<file path="src/rtl/irq_ctrl_if.sv">
// CPU port-bus, peripheral interrupt and CPU interrupt signals of irq_ctrl.
// The master side is the CPU/peripheral environment; the slave side is the controller.
interface irq_ctrl_if;
    logic [7:0] address;
    logic [7:0] value_in;
    logic       wen;
    logic       ren;
    logic [7:0] port_out;
    logic [7:0] irq_in;
    logic [7:0] irq_ack;
    logic       cpu_int;
    logic       cpu_int_ack;

    modport master (
        output address, value_in, wen, ren, irq_in, cpu_int_ack,
        input  port_out, irq_ack, cpu_int
    );

    modport slave (
        input  address, value_in, wen, ren, irq_in, cpu_int_ack,
        output port_out, irq_ack, cpu_int
    );
endinterface

</file>
<file path="src/rtl/irq_ctrl.sv">
// 8-source masked interrupt controller with ack-time selection and EOI hold-off.
// Define IRQ_ROUND_ROBIN_EN for rotating priority; default is fixed priority (bit 0 highest).
module irq_ctrl #(
    parameter logic [7:0] EN_ADDR   = 8'h10,
    parameter logic [7:0] ID_ADDR   = 8'h11,
    parameter logic [7:0] PEND_ADDR = 8'h12
) (
    input  logic       clk,
    input  logic       rst,
    irq_ctrl_if.slave  bus
);
    typedef enum logic [1:0] {IDLE, ASSERT, SERVICE} state_t;

    state_t     state, state_nx;
    logic [7:0] enable, id_reg, id_nx;
    logic [7:0] irq_ack_q, ack_nx;
    logic [7:0] port_out_q;
    logic       cpu_int_q, cpu_int_nx;
    logic [7:0] pending;
    logic [2:0] sel;
    logic       found;
    logic       eoi;

    assign pending = bus.irq_in & enable;
    assign eoi     = bus.wen && (bus.address == ID_ADDR);

    assign bus.port_out = port_out_q;
    assign bus.irq_ack  = irq_ack_q;
    assign bus.cpu_int  = cpu_int_q;

`ifdef IRQ_ROUND_ROBIN_EN
    logic [2:0] rr_ptr, rr_nx;

    // Scan from the far end so the candidate closest to rr_ptr wins.
    always_comb begin
        logic [2:0] idx;
        sel   = '0;
        found = 1'b0;
        idx   = '0;
        for (int k = 7; k >= 0; k--) begin
            idx = rr_ptr + 3'(k);
            if (pending[idx]) begin
                sel   = idx;
                found = 1'b1;
            end
        end
    end
`else
    always_comb begin
        sel   = '0;
        found = 1'b0;
        for (int i = 7; i >= 0; i--) begin
            if (pending[i]) begin
                sel   = 3'(i);
                found = 1'b1;
            end
        end
    end
`endif

    always_comb begin
        state_nx   = state;
        cpu_int_nx = cpu_int_q;
        ack_nx     = '0;
        id_nx      = id_reg;
`ifdef IRQ_ROUND_ROBIN_EN
        rr_nx      = rr_ptr;
`endif
        case (state)
            IDLE: begin
                if (|pending) begin
                    cpu_int_nx = 1'b1;
                    state_nx   = ASSERT;
                end
            end
            ASSERT: begin
                // Once raised, the request is held until acked; a vanished source is served as spurious.
                if (bus.cpu_int_ack) begin
                    cpu_int_nx = 1'b0;
                    state_nx   = SERVICE;
                    if (found) begin
                        ack_nx = 8'd1 << sel;
`ifdef IRQ_ROUND_ROBIN_EN
                        rr_nx  = sel + 3'd1;
                        id_nx  = {1'b0, sel + 3'd1, 1'b0, sel};
`else
                        id_nx  = {5'b0, sel};
`endif
                    end else begin
`ifdef IRQ_ROUND_ROBIN_EN
                        id_nx  = {1'b1, rr_ptr, 4'b0};
`else
                        id_nx  = 8'h80;
`endif
                    end
                end
            end
            SERVICE: begin
                cpu_int_nx = 1'b0;
                if (eoi) state_nx = IDLE;
            end
            default: begin
                cpu_int_nx = 1'b0;
                state_nx   = IDLE;
            end
        endcase
    end

    always_ff @(posedge clk) begin
        if (rst) begin
            state      <= IDLE;
            enable     <= '0;
            id_reg     <= '0;
            irq_ack_q  <= '0;
            cpu_int_q  <= 1'b0;
            port_out_q <= '0;
`ifdef IRQ_ROUND_ROBIN_EN
            rr_ptr     <= '0;
`endif
        end else begin
            state     <= state_nx;
            id_reg    <= id_nx;
            irq_ack_q <= ack_nx;
            cpu_int_q <= cpu_int_nx;
`ifdef IRQ_ROUND_ROBIN_EN
            rr_ptr    <= rr_nx;
`endif
            if (bus.wen && bus.address == EN_ADDR) enable <= bus.value_in;
            // Reads sample pre-edge state, so an ID read alongside EOI returns the live ID.
            if (bus.ren) begin
                case (bus.address)
                    EN_ADDR:   port_out_q <= enable;
                    ID_ADDR:   port_out_q <= id_reg;
                    PEND_ADDR: port_out_q <= bus.irq_in;
                    default:   port_out_q <= port_out_q;
                endcase
            end
        end
    end
endmodule
</file>
<file path="src/flat_wrapper.sv">
// flat-port wrapper written by rule: the top's interface ports become plain ports
module irq_ctrl_flat 
#(
    parameter logic [7:0] EN_ADDR   = 8'h10,
    parameter logic [7:0] ID_ADDR   = 8'h11,
    parameter logic [7:0] PEND_ADDR = 8'h12
)
  (clk, rst, bus_address, bus_value_in, bus_wen, bus_ren, bus_irq_in, bus_cpu_int_ack, bus_port_out, bus_irq_ack, bus_cpu_int);
  irq_ctrl_if bus_i ();
  input  logic clk;
  input  logic rst;
  input wire logic [$bits(bus_i.address)-1:0] bus_address;
  input wire logic [$bits(bus_i.value_in)-1:0] bus_value_in;
  input wire logic [$bits(bus_i.wen)-1:0] bus_wen;
  input wire logic [$bits(bus_i.ren)-1:0] bus_ren;
  input wire logic [$bits(bus_i.irq_in)-1:0] bus_irq_in;
  input wire logic [$bits(bus_i.cpu_int_ack)-1:0] bus_cpu_int_ack;
  output wire logic [$bits(bus_i.port_out)-1:0] bus_port_out;
  output wire logic [$bits(bus_i.irq_ack)-1:0] bus_irq_ack;
  output wire logic [$bits(bus_i.cpu_int)-1:0] bus_cpu_int;
  assign bus_i.address = bus_address;
  assign bus_i.value_in = bus_value_in;
  assign bus_i.wen = bus_wen;
  assign bus_i.ren = bus_ren;
  assign bus_i.irq_in = bus_irq_in;
  assign bus_i.cpu_int_ack = bus_cpu_int_ack;
  assign bus_port_out = bus_i.port_out;
  assign bus_irq_ack = bus_i.irq_ack;
  assign bus_cpu_int = bus_i.cpu_int;
  irq_ctrl #(.EN_ADDR(EN_ADDR), .ID_ADDR(ID_ADDR), .PEND_ADDR(PEND_ADDR)) u_core (.clk(clk), .rst(rst), .bus(bus_i));
endmodule
</file>
<file path="config.mk">
export PLATFORM = sky130hd
export DESIGN_NAME = irq_ctrl_flat
export DESIGN_NICKNAME = d
export VERILOG_FILES = /design/src/rtl/irq_ctrl_if.sv /design/src/rtl/irq_ctrl.sv /design/src/flat_wrapper.sv
export SDC_FILE = /design/constraint.sdc
export NUM_CORES = 1
export LEC_CHECK = 0
export ABC_CLOCK_PERIOD_IN_PS = 1350
export CAP_MARGIN = 15
export CORE_MARGIN = 2
export CORE_UTILIZATION = 40
export DETAILED_ROUTE_END_ITERATION = 10
export PLACE_DENSITY = 0.74
export SYNTH_ARGS = -nofsm -noshare
export SYNTH_HDL_FRONTEND = slang
export SYNTH_SLANG_ARGS = --single-unit
</file>
<file path="constraint.sdc">
create_clock -name clk -period 1.35 [get_ports clk]
set_input_delay 0.27 -clock clk [delete_from_list [all_inputs] [get_ports clk]]
set_output_delay 0.27 -clock clk [all_outputs]
set_load 0.1 [all_outputs]
</file>
# [Word level (Yosys, flattened, before mapping)]
# Cells that the tools add are included.
[op_classes] bitwise=4 reduce_logical=10 magnitude_cmp=0 n_div=0 n_shift=1 add_sub_neg=0 multipliers=0 muxes=25 eq_ne=8
[op_table] op="$eq A8 B5 Y1 const B" count=3
[op_table] op="$mux W3" count=8
[op_table] op="$pmux W8 S3" count=1
[op_table] op="$mux W1" count=10
[op_table] op="$and A8 B8 Y8" count=1
[op_table] op="$mux W8" count=1
[op_table] op="$reduce_or A8 Y1" count=1
[op_table] op="$shl A1 B3 Y8 const A" count=1
[op_table] op="$mux W2" count=3
[op_table] op="$pmux W2 S3" count=1
[op_table] op="$reduce_and A2 Y1" count=3
[op_table] op="$ne A2 B1 Y1 const B" count=2
[op_table] op="$reduce_or A4 Y1" count=1
[op_table] op="$not A1 Y1" count=3
[op_table] op="$reduce_and A3 Y1" count=1
[op_table] op="$reduce_bool A3 Y1" count=1
[op_table] op="$eq A2 B1 Y1 const B" count=1
[op_table] op="$eq A2 B2 Y1 const B" count=1
[op_table] op="$logic_and A1 B1 Y1" count=2
[op_table] op="$logic_not A2 Y1" count=1
[op_table] op="$ne A2 B2 Y1 const B" count=1
[op_table] op="$pmux W1 S2" count=1
[word_totals] mem_bits_ro=0 latchBits=0 ram_bits=0 word_cells=54 out_inout_bits=17 inputBits=29 regBits=35 n_memories=0

# [Depth between registers and ports, before layout]
# Gate-level depths: netlist (run 1).
[depth] depth_word=11 ltp_mapped=5 mapped_depth_nobuf=4

# [Least setup slack after synthesis (run 1)]
# Ideal clock, no wire load.
[synth_path] path_kind="input to register" startpoint="in bus_address[5]" endpoint="reg u_core.port_out_q[0] (netlist: u_core.bus.port_out[0])" setup_ns=0.118 cell_stages=5 required_ns=1.232 path_buffers=1 path_slack_ns=-0.001 arrival_time_ns=1.234 path_cell_list="nor4b_4 and2_1 buf_6 a31oi_4 a22o_1"
[synth_between] elab_chain_len=3 word_cells_on_any_way=6 classes_between="3 x eq/ne; 1 x mux; 2 x reduce/logical"
[synth_lines] element="start: declaration" line_no="flat_wrapper.sv:12" rtl="input wire logic [$bits(bus_i.address)-1:0] bus_address;"
[synth_lines] element="$eq A8 B5 Y1" line_no="irq_ctrl.sv:131" rtl="case (bus.address)"
[synth_lines] element="$reduce_bool A3 Y1 (no line)"
[synth_lines] element="$reduce_and A2 Y1 (no line)"
[synth_lines] element="end signal: assignment" line_no="irq_ctrl.sv:132" rtl="EN_ADDR: port_out_q <= enable;"
[synth_lines] element="end signal: assignment" line_no="irq_ctrl.sv:133" rtl="ID_ADDR: port_out_q <= id_reg;"
[synth_lines] element="end signal: assignment" line_no="irq_ctrl.sv:134" rtl="PEND_ADDR: port_out_q <= bus.irq_in;"
[synth_lines] element="end: declaration" line_no="irq_ctrl.sv:17" rtl="logic [7:0] port_out_q;"
# Parallel ways exist; a longest one is shown, timed or not.
# A chain may end at the register's enable or synchronous reset.

# [Worst setup path after layout (run 1)]
[layout_path] startpoint="in bus_irq_in[4]" endpoint="reg u_core.cpu_int_q (netlist: u_core.bus.cpu_int)"
[layout_between] elab_chain_len=4
[layout_lines] element="start: declaration" line_no="flat_wrapper.sv:16" rtl="input wire logic [$bits(bus_i.irq_in)-1:0] bus_irq_in;"
[layout_lines] element="$and A8 B8 Y8" line_no="irq_ctrl.sv:24" rtl="assign pending = bus.irq_in & enable;"
[layout_lines] element="$reduce_or A8 Y1" line_no="irq_ctrl.sv:71" rtl="if (|pending) begin"
[layout_lines] element="$ne A2 B1 Y1 (no line)"
[layout_lines] element="$reduce_and A2 Y1 (no line)"
[layout_lines] element="end signal: assignment" line_no="irq_ctrl.sv:124" rtl="cpu_int_q <= cpu_int_nx;"
[layout_lines] element="end: declaration" line_no="irq_ctrl.sv:18" rtl="logic cpu_int_q, cpu_int_nx;"
# Every way passes these cells.

==> results of run 1 <==
## per-stage QoR
step	total power, W	cells	instance area (um^2)	setup slack (ns)	hold slack, ns
finish	0.00189	261	2330	0.0302	0.465
global route	0.00195	261	2330	0.00705	0.489
CTS	0.00189	261	2310	0.0100	0.467
detailed placement	0.00114	252	2200	-0.604	0.451
global placement	0.00113	252	2200	-0.523	0.445
floorplan	0.00100	146	1380	0.00506	0.388
## worst min-delay path, delay by kind of cell (launching register included)
kind | cells | cell delay, ns
AO/OA/AOI/OAI | 1 | 0.05
flip-flops | 1 | 0.33
AND/OR/NAND/NOR | 1 | 0.05
## power by group
part / switching, W / leakage, nW / internal, W / total [W]
logic: 0.0000876 / 0.692 / 0.000120 / 0.000208
clock network: 0.000326 / 0.0482 / 0.000438 / 0.000764
registers: 0.00000141 / 0.250 / 0.000915 / 0.000916
## area by class of cell
| class | count | area [um^2] | share of cell area [%] |
|---|---|---|---|
| Clock buffer | 6 | 51.3 | 2.20 |
| Clock inverter | 2 | 35.0 | 1.50 |
| Inverter | 3 | 11.3 | 0.482 |
| Multi-Input combinational cell | 107 | 764 | 32.7 |
| Sequential cell | 31 | 621 | 26.6 |
| Tap cell | 46 | 57.6 | 2.47 |
| Timing Repair Buffer | 66 | 795 | 34.0 |
## layout by cell type (no fill, tap or decap), types with 2 or more instances in the layout
cell type / count
dfxtp_1: 31
clkdlybuf4s50_1: 22
nor2_1: 19
buf_4: 19
buf_12: 18
nand2_1: 14
a22o_1: 9
mux2i_1: 8
o22ai_1: 5
a21oi_1: 5
nand3_1: 5
clkbuf_4: 5
a22oi_2: 4
mux2_2: 4
a31oi_1: 4
dlygate4sd2_1: 4
inv_1: 3
nor2_2: 2
nand4_1: 2
nand2b_1: 2
and2_1: 2
a32oi_1: 2
nor3_1: 2
dlymetal6s2s_1: 2
## routing by layer
| metal | wire (um) | part of all wire [%] | global-route usage (%) |
|---|---|---|---|
| met5 | 0 | 0 | 0 |
| met4 | 75 | 1.9 | 5.83 |
| met3 | 235 | 5.8 | 6.13 |
| met2 | 2180 | 54 | 40.1 |
| met1 | 1560 | 38 | 23.7 |
## final timing paths
path                            depth (start not counted)                               to
worst max register to register                          4  u_core.bus.cpu_int$_SDFFE_PP0P_
worst max-delay path                                    5  u_core.bus.cpu_int$_SDFFE_PP0P_
worst min register to register                          2    u_core.id_reg[1]$_SDFFE_PP0P_
worst min-delay path                                    2    u_core.id_reg[1]$_SDFFE_PP0P_
## cell families (layout without fill, tap and decap cells)
family | Yosys count | in the layout | share of synthesized area [%]
muxes | 12 | 12 | 9.05
xor gates and xnor gates | 1 | 1 | 0.634
DFF | 31 | 31 | 44.9
and+or+nand+nor | 58 | 58 | 22.7
buffers and inverters | 8 | 77 | 2.71
AOI/OAI and AO/OA | 36 | 36 | 20.0
## repair_timing
item / in CTS / in global routing
gates resized for setup: 10 / 8
hold buffers: 0 / 0
setup buffers: 1 / 0
pin swaps: 3 / 2
endpoints found under the setup margin: 18 / 14
cloned: 0 / 0
==> reports/metrics.cfg, run 1 <==
[outcome]
status=finished clean

[detailed_routing]
drt-initial-drc-count=84
drc_errors=0
wl_mm=4.04
vias_per_cell=5.42
wire_per_inst_um=15.5
first_pass_iters=6
ant_nets=0
vias=1415

[floorplan]
start_util_pct=41.4
die_y_um=62.8
fp.dieArea_um2=3940
io_pins=46
die_w_um=62.8
core_um2=3340
row_count=21

[sta]
finalHoldViolCount=0
max_freq_mhz=758
timing.final.crit_share_pct=97.8
tns_ns=0
skew_ns=0.0111
relSlewSlack_pct=76.2
rsz0062_at_grt=no
period_needed_ns=1.32
finalSetupViolations=0
maxSlewViolCount=0
tightest_slew_ns=0.356

[yosys]
synthFlopType=dfxtp_1
yosysMostFrequentCell=dfxtp_1
ys_seq_area_share_pct=44.9
synth_area_leaders=dfxtp_1 45%, mux2i_1 5.8%, a22o_1 5.7%
yosysTopAreaCell=dfxtp_1
synthTopCellsByCount=31 x dfxtp_1, 21 x nor2_1, 14 x nand2_1, 9 x a22o_1, 8 x mux2i_1
ys_ff_latch=31
ys.warnings.count=0
synth_cells=146
syn_area_um2=1380
syn_area_per_cell_um2=9.47
yosys.area.top_type_share_pct=44.9
synthArstFlopShare_pct=0
syn-num-nets=175
synth-edff-count=0
synth.distinct_cells=35

[power_and_ir_drop]
leakage_nw=0.989
p_per_area_nw_per_um2=809
ir_drop_mv=0.574

[global_routing]
grt_pass1_wl_mm=6.60
grt-ovfl-total=0
first_global_vias=1434
antenna_found_initial=0
track_usage_pct=21.5
grt_max_degree=11

[place]
place_congestion=0.902
hpwl_mm=3.12
io_buffer_count=45

[critical_path]
required_ns=1.58
critPathBufInv=1
start_kind=input pin
path_cells=clkdlybuf4s50_1 -> a22oi_2 -> and4_4 -> a2bb2oi_1 -> nor3_1
reg2reg_from=u_core.enable[7]$_SDFFE_PP0P_
worstSetupPathType=input pin to flip-flop
cp-end-kind=flip-flop
critPathArrivalTime_ns=1.55
reg2reg_slack_ns=0.07
critPathLaunch=bus_irq_in[4]
crit_path_max_fanout=3
cp_top_family=compound AO/OA/AOI/OAI gates
slowest_stage=clkdlybuf4s50_1
critPathMaxStageDelay_ns=0.46

[clock_tree]
numCtsBuffers=5
worstSkewPairLatency_ns=0.33
tritoncts=built
cts_sinks=31
h-tree-depth=2
path_clk_slew_ns=0.10
cts_max_path_buffers=2
cts_root_buffer=clkbuf_4

[hold_path]
min_path_type=flip-flop to flip-flop
hold_path.startpoint=u_core.id_reg[1]$_SDFFE_PP0P_

[cells_and_area]
final_nets=243
diodes=0
n_fill_cell=257
syn_to_final_growth_pct=68.9
drive_gt1_share_pct=30.2
fin_util_pct=70.0

[run]
cap_violations=0

(Power assumes the default switching activity.)
==> run 2, diff against run 1 <==
--- a/config.mk
+++ b/config.mk
@@ -6,7 +6,6 @@
 export NUM_CORES = 1
 export LEC_CHECK = 0
 export ABC_CLOCK_PERIOD_IN_PS = 1350
-export CAP_MARGIN = 15
 export CORE_MARGIN = 2
 export CORE_UTILIZATION = 40
 export DETAILED_ROUTE_END_ITERATION = 10
==> results of run 2 <==
No change in the layout: final DEF, timing and power equal those of run 1.
==> run 3, diff against run 2 <==
--- a/config.mk
+++ b/config.mk
@@ -9,6 +9,7 @@
 export CORE_MARGIN = 2
 export CORE_UTILIZATION = 40
 export DETAILED_ROUTE_END_ITERATION = 10
+export GPL_TIMING_DRIVEN = 0
 export PLACE_DENSITY = 0.74
 export SYNTH_ARGS = -nofsm -noshare
 export SYNTH_HDL_FRONTEND = slang
==> reports/metrics.cfg, run 3 (synthesized netlist as in run 1, its figures left out) <==
[outcome]
status=finished clean

[critical_path]
critPathArrivalTime_ns=1.05
critPathBufInv=1
start_kind=flip-flop
ff2ff_path_depth=4
cp-end-kind=primary output
slowest_stage=buf_2
crit_path_max_fanout=1
worstSetupPathType=flip-flop to primary output
cp_top_family=buffers and inverters
critPathMaxStageDelay_ns=0.41
path_cells=buf_2
path_depth=1
required_ns=1.08

[clock_tree]
cts_root_buffer=clkbuf_4
h-tree-depth=2
ctsHoldBuffers=0
cts_sinks=31
tritoncts=built
path_clk_slew_ns=0.09
cts_max_path_buffers=2
worstSkewPairLatency_ns=0.33
numCtsBuffers=5

[sta]
tns_ns=0
timing.final.crit_share_pct=98.1
tightest_slew_ns=0.484
setup_slack_ns=0.0256
max_freq_mhz=755
period_needed_ns=1.32
finalHoldViolCount=0
finalSetupViolations=0
skew_ns=0.00726
maxSlewViolCount=0
rsz0062_at_grt=no
relSlewSlack_pct=67.9

[global_routing]
first_global_vias=1306
track_usage_pct=18.6
antenna_found_initial=0
grt_pass1_wl_mm=5.83
grt-ovfl-total=0
grt_max_degree=11

[cells_and_area]
syn_to_final_growth_pct=44.3
ff_latch_area_um2=622
final_common_cell=dfxtp_1
final_nets=231
final_cells=249
n_fill_cell=304
drive_gt1_share_pct=25.6
fin_util_pct=59.8
final_cell_mix=30 x dfxtp_1, 19 x clkdlybuf4s50_1, 18 x nor2_1, 14 x nand2_1, 14 x buf_4
multi_input_area_um2=778
diodes=0

[power_and_ir_drop]
leakage_nw=0.868
power_w=0.00162
swShare_pct=24.6
pwr-share-clk_pct=31.7
p_per_area_nw_per_um2=813
p_switching_w=0.000398
p_int_w=0.00122
ir_drop_mv=0.539
comb_power_share_pct=11.8
p_seq_share_pct=56.5

[floorplan]
core_um2=3340
start_util_pct=41.4
die_y_um=62.8
io_pins=46
row_count=21
die_w_um=62.8
fp.dieArea_um2=3940

[detailed_routing]
ant_nets=0
wire_per_inst_um=14.5
vias_per_cell=5.45
wl_mm=3.61
drt-initial-drc-count=38
first_pass_iters=4
drc_errors=0
vias=1358

[place]
io_buffer_count=44
place_congestion=0.822
pre_cts_ws_ns=-0.616
place_inst=236
hpwl_mm=2.76

[hold_path]
min_path_type=input pin to flip-flop
hold-path-cell-count=2

[run]
cap_violations=0

==> run 3: cell count changes in the layout (fill, tap and decap cells not counted), sizes merged <==
cell,before,now
clkdlybuf4s50,22,19
dlymetal6s2s,2,4
bufinv,1,0
clkbuf,6,16
buf,38,18
==> run 3: per-stage QoR <==
step                hold slack, ns  instance area, um^2
floorplan                    0.388                 1380
global placement             0.448                 1880
detailed placement           0.459                 1880
CTS                          0.455                 1910
global route                 0.368                 1990
finish                       0.362                 1990
==> run 3: cell type report <==
class | instances | share of cell area (%)
sequential | 31 | 31.2
inverter | 3 | 0.565
tap | 46 | 2.89
timing repair buffer | 49 | 21.8
clock buffer | 7 | 2.26
multi-input combinational | 107 | 39.0
clock inverter | 1 | 0.251
buffer | 5 | 2.01
==> run 3: worst paths after layout <==
check / start / end / slack [ns]
max: u_core.bus.irq_ack[0]$_SDFF_PP0_ / bus_irq_ack[0] / 0.03
min: bus_irq_in[1] / u_core.bus.irq_ack[1]$_SDFF_PP0_ / 0.36
max reg2reg: u_core.enable[6]$_SDFFE_PP0P_ / u_core.id_reg[0]$_SDFFE_PP0P_ / 0.09
min reg2reg: u_core.id_reg[2]$_SDFFE_PP0P_ / u_core.id_reg[2]$_SDFFE_PP0P_ / 0.47
==> run 3: what timing repair did <==
action / CTS / global route
pin swaps: 11 / 10
setup endpoints to repair: 38 / 22
resized for setup: 110 / 17
setup buffers: 1 / 4
==> run 3: layer usage <==
layer | share of wire (%) | GRT usage [%] | vias to the layer above
met3 | 4.5 | 3.42 | 9
met2 | 51 | 32.1 | 37
met5 | 0 | 0 | -
li1 | - | - | 653
met1 | 42 | 22.6 | 659
met4 | 2.1 | 7.50 | 0
==> run 3: power groups by stage <==
stage	clock network, W	logic (W)	registers, W
final	0.000514	0.000191	0.000916
after global routing	0.000570	0.000204	0.000917
after CTS	0.000515	0.000183	0.000916
after detailed placement	0	0.000175	0.000937
after global placement	0	0.000171	0.000937
after floorplan	0	0.0000607	0.000941
==> RTL edit, RTL diff (config.mk and constraints of run 1) <==
Encoding of `state_t`: now one-hot (3 bits for 3 states).
--- a/src/rtl/irq_ctrl.sv
+++ b/src/rtl/irq_ctrl.sv
@@ -9,7 +9,7 @@
     input  logic       rst,
     irq_ctrl_if.slave  bus
 );
-    typedef enum logic [1:0] {IDLE, ASSERT, SERVICE} state_t;
+    typedef enum logic [2:0] {IDLE = 3'b001, ASSERT = 3'b010, SERVICE = 3'b100} state_t;
 
     state_t     state, state_nx;
     logic [7:0] enable, id_reg, id_nx;
Formal check against the unedited RTL: same outputs for any inputs over 10 cycles, from zero or initial values and one cycle with rst high; not proved beyond that.
==> RTL edit against run 1 <==
- the run now ends with setup timing left
- total power up 8.9%
- worst setup slack worse by 42 ps
- worst hold slack worse by 6.0 ps
- utilization is 1.3 points higher
- area after synthesis is 6.2% higher
- design area increased by 10%
- sequential cell count up 1
- clock power is 18% higher
- wire length is 8.4% higher
==> RTL edit: results (changes against run 1) <==
| Metric | Value |
|---|---|
| Fin Hold WS | 459 ps (-6.00 ps) |
| CTS resizes | 11 (+1) |
| Synth top area cells | dfxtp_1 (44%), mux2i_1 (8.9%), nor2_1 (4.9%) |
| Wirelength per Cell | 15.5 µm (+0.29%) |
| Non-clk buf share | 33.5% (-0.53 points) |
| DRT iter0 DRCs | 73 (-13%) |
| # placed instances | 273 (+8.3%) |
| Clock transition at path regs | 70 ps (-30 ps) |
| Setup_tns | -11.9 ps (-11.9 ps) |
| Top cells by count, synth | dfxtp_1 (32), nor2_1 (19), mux2i_1 (13), nand2_1 (12), a21oi_1 (8) |
| Comb_multi_in | 119 (+11%) |
| Register area | 644 µm² (+3.8%) |
| Critical path peak fanout | 5 (+2) |
| # setup viols final | 1 (+1) |
| Met3 Track Usage GR | 5.90% (-0.22 points) |
| Violated checks | setup timing |
| Slew @ Worst Pin | 224 ps (-132 ps) |
| Layout clock area frac | 4.19% (+0.49 points) |
| Buffers outside the clock class | 75 (+14%) |
| Fillers | 269 (+4.7%) |
| Fraction of layout cells with a size suffix above 1 | 36.3% (+6.1 points) |
| Hpwl dp | 3430 µm (+9.8%) |
| PnR worst setup slack | -11.9 ps (-42.1 ps) |
| Gr usage total | 22.7% (+1.2 points) |
| Multi-input gate area | 897 µm² (+17%) |
| Met2 usage | 40.8% (+0.70 points) |
| Largest net degree at the start of global routing | 12 (+1) |
| Met1 usage | 25.9% (+2.1 points) |
| Synth Area in XOR/XNOR | 0% (-0.63 points) |
| CTS root buf | clkbuf_8 |
| Status | finished with violations |
| Max incr delay on CP | 270 ps (-190 ps) |
| Area share of the largest cell type after synthesis | 43.6% (-1.2 points) |
| WL met2 | 2350 µm (+8.0%) |
| CP startpoint | bus_address[5] |
| Post-synthesis compound-gate area fraction | 19.5% (-0.48 points) |
| First-pass GRT wire length | 7240 µm (+9.6%) |
| Final cell count without fillers | 282 (+8.0%) |
| Postcts setup bufs | 0 (-1) |
| Syn nets | 184 (+5.1%) |
| Leak | 1.08 nW (+9.3%) |
| Logic inverters | 0 (-3) |
| Skew final | 4.73 ps (-6.39 ps) |
| Cell family with most CP delay | simple AND/OR/NAND/NOR gates |
| Synth cell types | 39 (+11%) |
| Clock Latency Late Sink | 280 ps (-50 ps) |
| Synth Instances | 155 (+6.2%) |
| Metal1 wirelength | 1720 µm (+10%) |
| Vias per inst | 5.46 (+0.66%) |
| CP max stage cell | and4b_2 |
==> RTL edit: cell types whose count changed in the layout (fill, tap and decap cells not counted), moves of 4 or more <==
cell             delta
a31oi_1             -4
mux2i_1             +5
buf_4               +8
clkbuf_4            -5
clkdlybuf4s50_1     -5
o2bb2ai_1           +5
nand4_1             +5
dlymetal6s2s_1      +5
a22o_1              -7
o22ai_1             -5
mux2_2              -4
clkbuf_8            +4
==> RTL edit: report_power, final <==
part | internal (mW) | switching (mW)
clock network | 0.547 | 0.354
registers | 0.945 | 0.00160
logic | 0.119 | 0.0906
total | 1.61 | 0.446
==> RTL edit: per-stage QoR <==
| step | utilization, % | worst slack, ps |
|---|---|---|
| floorplan | - | -26.9 |
| global placement | 65.4 | -435 |
| detailed placement | 65.4 | -500 |
| CTS | 69.3 | 1.60 |
| global route | 71.3 | -29.7 |
| finish | 71.3 | -11.9 |
